## config.mk

```make
export PLATFORM = sky130hd
export DESIGN_NAME = cnt_reload
export DESIGN_NICKNAME = d
export VERILOG_FILES = /design/src/rtl/cnt_pkg.sv /design/src/rtl/cnt_preload.sv /design/src/rtl/cnt_reload.sv
export SDC_FILE = /design/constraint.sdc
export NUM_CORES = 1
export LEC_CHECK = 0
export CAP_MARGIN = 0
export CORE_MARGIN = 5
export CORE_UTILIZATION = 49
export CTS_BUF_LIST = sky130_fd_sc_hd__clkbuf_2 sky130_fd_sc_hd__clkbuf_4 sky130_fd_sc_hd__clkbuf_8
export CTS_CLUSTER_SIZE = 16
export DETAILED_ROUTE_END_ITERATION = 7
export MAX_ROUTING_LAYER = met4
export PLACE_DENSITY_LB_ADDON = 0.08
export SETUP_SLACK_MARGIN = 0.15
export SYNTH_ARGS = -nofsm -noshare
export SYNTH_HDL_FRONTEND = slang
export SYNTH_SLANG_ARGS = --single-unit
```

## constraint.sdc

```tcl
create_clock -name clk -period 1.8 [get_ports clk]
set_input_delay 0.27 -clock clk [delete_from_list [all_inputs] [get_ports clk]]
set_output_delay 0.27 -clock clk [all_outputs]
set_load 0.1 [all_outputs]
```

## src/rtl/cnt_pkg.sv

```systemverilog
// Shared types and preload arithmetic for the reloadable period counter.
package cnt_pkg;

  typedef enum logic [1:0] {
    IDLE = 2'd0,
    RUN  = 2'd1,
    DONE = 2'd2
  } state_e;

  typedef enum logic {
    AUTO    = 1'b0,
    ONESHOT = 1'b1
  } mode_e;

  // Preload so that the counter wraps after exactly prod enabled cycles.
  // An out-of-range product (beyond one natural period) collapses to 0.
  function automatic logic [63:0] calc_preload(input int unsigned width,
                                               input logic [63:0] prod);
    logic [63:0] full;
    full = 64'd1 << width;
    if (prod > full) return 64'd0;
    return (full - prod) & (full - 64'd1);
  endfunction

endpackage

```

## src/rtl/cnt_preload.sv

```systemverilog
// Combinational preload and range check for the period selector n.
module cnt_preload
  import cnt_pkg::*;
#(
  parameter int WIDTH = 7,
  parameter int N_W   = 4,
  parameter int STEP  = 8
) (
  input  logic [N_W-1:0]   n,
  output logic [WIDTH-1:0] preload,
  output logic             cfg_err
);

  localparam int PW = WIDTH + N_W + 1;

  logic [PW-1:0] prod;
  logic [PW-1:0] full;
  logic [63:0]   pre_wide;

  assign prod     = PW'(n) * PW'(STEP);
  assign full     = PW'(1) << WIDTH;
  assign cfg_err  = (prod > full);
  assign pre_wide = calc_preload(WIDTH, 64'(prod));
  assign preload  = pre_wide[WIDTH-1:0];

endmodule

```

## src/rtl/cnt_reload.sv

```systemverilog
// Programmable-period up-counter with carry-out, auto-reload or one-shot.
// state | meaning
// IDLE  | cleared or reset; counter parked at 0, cen ignored
// RUN   | counting enabled cycles toward all-ones
// DONE  | one-shot period finished; waits for load or clr
module cnt_reload
  import cnt_pkg::*;
#(
  parameter int WIDTH = 7,
  parameter int N_W   = 4,
  parameter int STEP  = 8
) (
  input  logic             clk,
  input  logic             rst,
  input  logic             clr,
  input  logic             load,
  input  logic             mode,
  input  logic             cen,
  input  logic [N_W-1:0]   n,
  output logic [WIDTH-1:0] cnt,
  output logic             co,
  output logic             done,
  output logic             busy,
  output logic             cfg_err
);

  state_e           state_q, state_d;
  mode_e            mode_q, mode_d;
  logic [WIDTH-1:0] cnt_q, cnt_d;
  logic [WIDTH-1:0] preload_q, preload_d;
  logic             done_q, done_d;
  logic             cfg_err_q, cfg_err_d;
  logic [WIDTH-1:0] preload;
  logic             preload_err;

  cnt_preload #(
    .WIDTH (WIDTH),
    .N_W   (N_W),
    .STEP  (STEP)
  ) u_preload (
    .n       (n),
    .preload (preload),
    .cfg_err (preload_err)
  );

  always_ff @(posedge clk or negedge rst) begin
    if (!rst) begin
      state_q   <= IDLE;
      mode_q    <= AUTO;
      cnt_q     <= '0;
      preload_q <= '0;
      done_q    <= 1'b0;
      cfg_err_q <= 1'b0;
    end else begin
      state_q   <= state_d;
      mode_q    <= mode_d;
      cnt_q     <= cnt_d;
      preload_q <= preload_d;
      done_q    <= done_d;
      cfg_err_q <= cfg_err_d;
    end
  end

  always_comb begin
    state_d   = state_q;
    mode_d    = mode_q;
    cnt_d     = cnt_q;
    preload_d = preload_q;
    done_d    = done_q;
    cfg_err_d = cfg_err_q;
    co        = 1'b0;
    if (clr) begin
      cnt_d   = '0;
      state_d = IDLE;
      done_d  = 1'b0;
    end else if (load) begin
      cnt_d     = preload;
      preload_d = preload;
      mode_d    = mode_e'(mode);
      state_d   = RUN;
      done_d    = 1'b0;
      cfg_err_d = preload_err;
    end else if (state_q == RUN && cen) begin
      if (&cnt_q) begin
        co = 1'b1;
        // Auto mode reloads the stored preload so the next period is unbroken.
        if (mode_q == AUTO) begin
          cnt_d = preload_q;
        end else begin
          cnt_d   = '0;
          state_d = DONE;
          done_d  = 1'b1;
        end
      end else begin
        cnt_d = cnt_q + WIDTH'(1);
      end
    end
  end

  assign cnt     = cnt_q;
  assign done    = done_q;
  assign busy    = (state_q == RUN);
  assign cfg_err = cfg_err_q;

endmodule

```

==> results.json <==
{
  "track_usage_pct": 19.5,
  "p_per_area_mw_per_mm2": 612,
  "multiInputGateArea_um2": 469,
  "cp.depth": 4,
  "final_cells": 143,
  "antenna_cells": 0,
  "rrSetupSlack_ns": 0.04,
  "slowest_stage": "dfrtp_4",
  "cts_htree_levels": 1,
  "drtAntennaViolNets": 0,
  "grt_pass1_wl_um": 3770,
  "worst-r2r-cell-count": 6,
  "rows": 14,
  "final_max_slew_viol_count": 0,
  "p_total_mw": 0.807,
  "seq_area_um2": 373,
  "synth_fa_ha_area_share_pct": 3.12,
  "max_freq_mhz": 548,
  "routed_wl_um": 2250,
  "grt_pass1_vias": 797,
  "wirelength_met1_um": 822,
  "nFillCells": 78,
  "dr_wl_met2_um": 1160,
  "cts.sinks": 14,
  "syn2layout_area_growth_pct": 64.6,
  "endpoint": "co",
  "yosys.area_share.simple_pct": 30.1,
  "min_period_over_period_pct": 101,
  "cts_tree": "yes",
  "rsz0062_at_grt": "yes",
  "worstSetupStartpoint": "cnt[1]",
  "ys_seq_elements": 14,
  "dieWidth_um": 50.5,
  "synth_area_leaders": "dfrtp_1, nand2_1, a21oi_1",
  "hold_viol_final": 0,
  "drt_first_pass_iters": 4,
  "outcome": "finished, violations left",
  "met3RoutedLength_um": 197,
  "numCtsBuffers": 3,
  "violations": "negative setup slack",
  "postCtsHoldBufs": 0,
  "synthArstFlopShare_pct": 100,
  "crit_family": "simple AND/OR/NAND/NOR gates",
  "nets": 140,
  "synth_top_family_by_area": "simple AND/OR/NAND/NOR gates",
  "hpwl_um": 1600,
  "io_buffers": 19,
  "p_leak_nw": 0.573,
  "timing.rr.start": "cnt[1]",
  "crit_path_end_kind": "output port",
  "vias_per_cell": 5.96,
  "synth_area_per_cell_um2": 8.72,
  "critPathLaunchType": "flop",
  "critPathMaxStageDelay_ns": 0.43,
  "fin_ws_ns": -0.0255,
  "dr.max_layer_used": "met4",
  "critPathKind": "reg -> out",
  "synth_cells": 92,
  "synthesis.area_um2": 802,
  "placed_cells": 132,
  "synth-xor-area-share_pct": 2.18,
  "yosys.area.top_type": "dfrtp_1",
  "arrival_ns": 1.56,
  "drv_cap": 0,
  "initial_utilization_pct": 52.6,
  "die_y_um": 50.5,
  "crit_required_ns": 1.53,
  "synth.distinct_cells": 38,
  "cts_root_buf": "clkbuf_4",
  "critical_path_buf_inv_count": 1,
  "drc": 0,
  "clk_path_buf_depth": 2,
  "synth_seq_area_share_pct": 43.7,
  "ys.flop_type": "dfrtp_1",
  "io_pins": 21,
  "cp_cell_sequence": "ha_4 -> nand4_4 -> nor4_4 -> buf_12",
  "synth-compound-area-share_pct": 16.5,
  "yosysWarnings": 0,
  "setup_violations": 1,
  "clk_latency_ns": 0.28,
  "yosysTopAreaCellShare_pct": 43.7,
  "drtIter0Drc": 19,
  "via_count": 852,
  "drive_gt1_share_pct": 34.6,
  "skew_ns": 0.00676,
  "post_drt_wl_per_cell_um": 15.7,
  "grt_overflow": 0,
  "place_congestion": 0.810,
  "syn-num-nets": 104,
  "period_needed_ns": 1.83,
  "die_area_mm2": 0.00255,
  "hold_ws_ns": 0.341,
  "antenna_found_initial": 0,
  "synth_mux_area_share_pct": 0,
  "utilization_pct": 86.6,
  "cp_max_fo": 2,
  "ir_drop_uv": 410,
  "synth_edf_count": 0,
  "grt_max_degree": 15,
  "worstHoldPathType": "in -> async",
  "coreArea_mm2": 0.00152,
  "rr_endpoint": "state_q[0]",
  "clk_transition_reported_paths_ns": 0.09
}
[placed cells by master, fill, tap and decap left out, drive strengths merged, types with 2 or more instances in the layout]
cell and instances:
clkdlybuf4s50 9, a31oi 2, dfrtp 14, nor2b 3, buf 25, a21oi 7, or4 2, nand4 3
a2111oi 2, inv 4, nor2 5, nand3 2, ha 2, o21ai 2, clkbuf 4, nand2 20
[through the flow]
step,setup WS [ns],setup TNS [ns],cell area (um^2)
final,-0.0255,-0.0255,1320
after global routing,-0.0725,-0.121,1320
after CTS,-0.0232,-0.0232,1290
after detailed placement,-0.0632,-0.0632,1210
after global placement,-0.0349,-0.0349,1210
after floorplan,-0.477,-0.943,861
[kinds of logic (layout without fill, tap and decap cells)]
kind of cell	after synthesis	after routing
simple gates	46	46
compound gates	20	20
flops	14	14
buf+inv	7	42
fa+ha+maj	2	2
xor+xnor	2	2
other cells	1	1
[worst min path at each step]
stage / cells past startpoint / start / slack (ns) / end
floorplan: 0 / rst / -0.03 / cnt[4]
global placement: 2 / preload_q[3] / 0.46 / preload_q[3]
detailed placement: 2 / preload_q[3] / 0.47 / preload_q[3]
CTS: 2 / rst / 0.34 / cnt[1]
global route: 2 / rst / 0.32 / state_q[1]
finish: 2 / rst / 0.34 / cnt[3]
[synthesized netlist by cell type (2+ instances only)]
master	count
dfrtp_1	14
nand3_1	2
or4_1	2
ha_1	2
a21oi_1	7
a31oi_1	2
nor2b_1	3
nor2_1	5
nand2_1	20
inv_1	4
o21ai_0	2
nand4_1	2
a2111oi_0	2
[what timing repair did]
action / 4_1_cts / 5_1_grt
setup buffers: 5 / 2
gates resized for setup: 1 / 3
setup endpoints to repair: 2 / 6
pin swaps: 2 / 4
[registers in the layout, summed over array words and instances, names as in the netlist]
register   count
cnt            7
preload_q      4
state_q        2
mode_q         1
[layer usage]
layer  vias to the layer above  track usage [%]
met5                         -                -
met4                         0             5.96
met3                        10             3.25
met2                        52             33.5
met1                       387             23.2
li1                        403                -
[power by group]
part           leakage, nW  internal, mW  total [mW]  switching, mW
combinational        0.382        0.0883       0.217          0.129
clock               0.0210         0.123       0.227          0.104
sequential           0.170         0.339       0.364         0.0246
[area by class of cell]
class | instances | share of cell area, %
Timing Repair Buffer | 34 | 30.8
Inverter | 4 | 1.14
Multi-Input combinational cell | 71 | 35.5
Tap cell | 16 | 1.52
Clock buffer | 4 | 2.75
Sequential cell | 14 | 28.2
(Power assumes the default switching activity.)
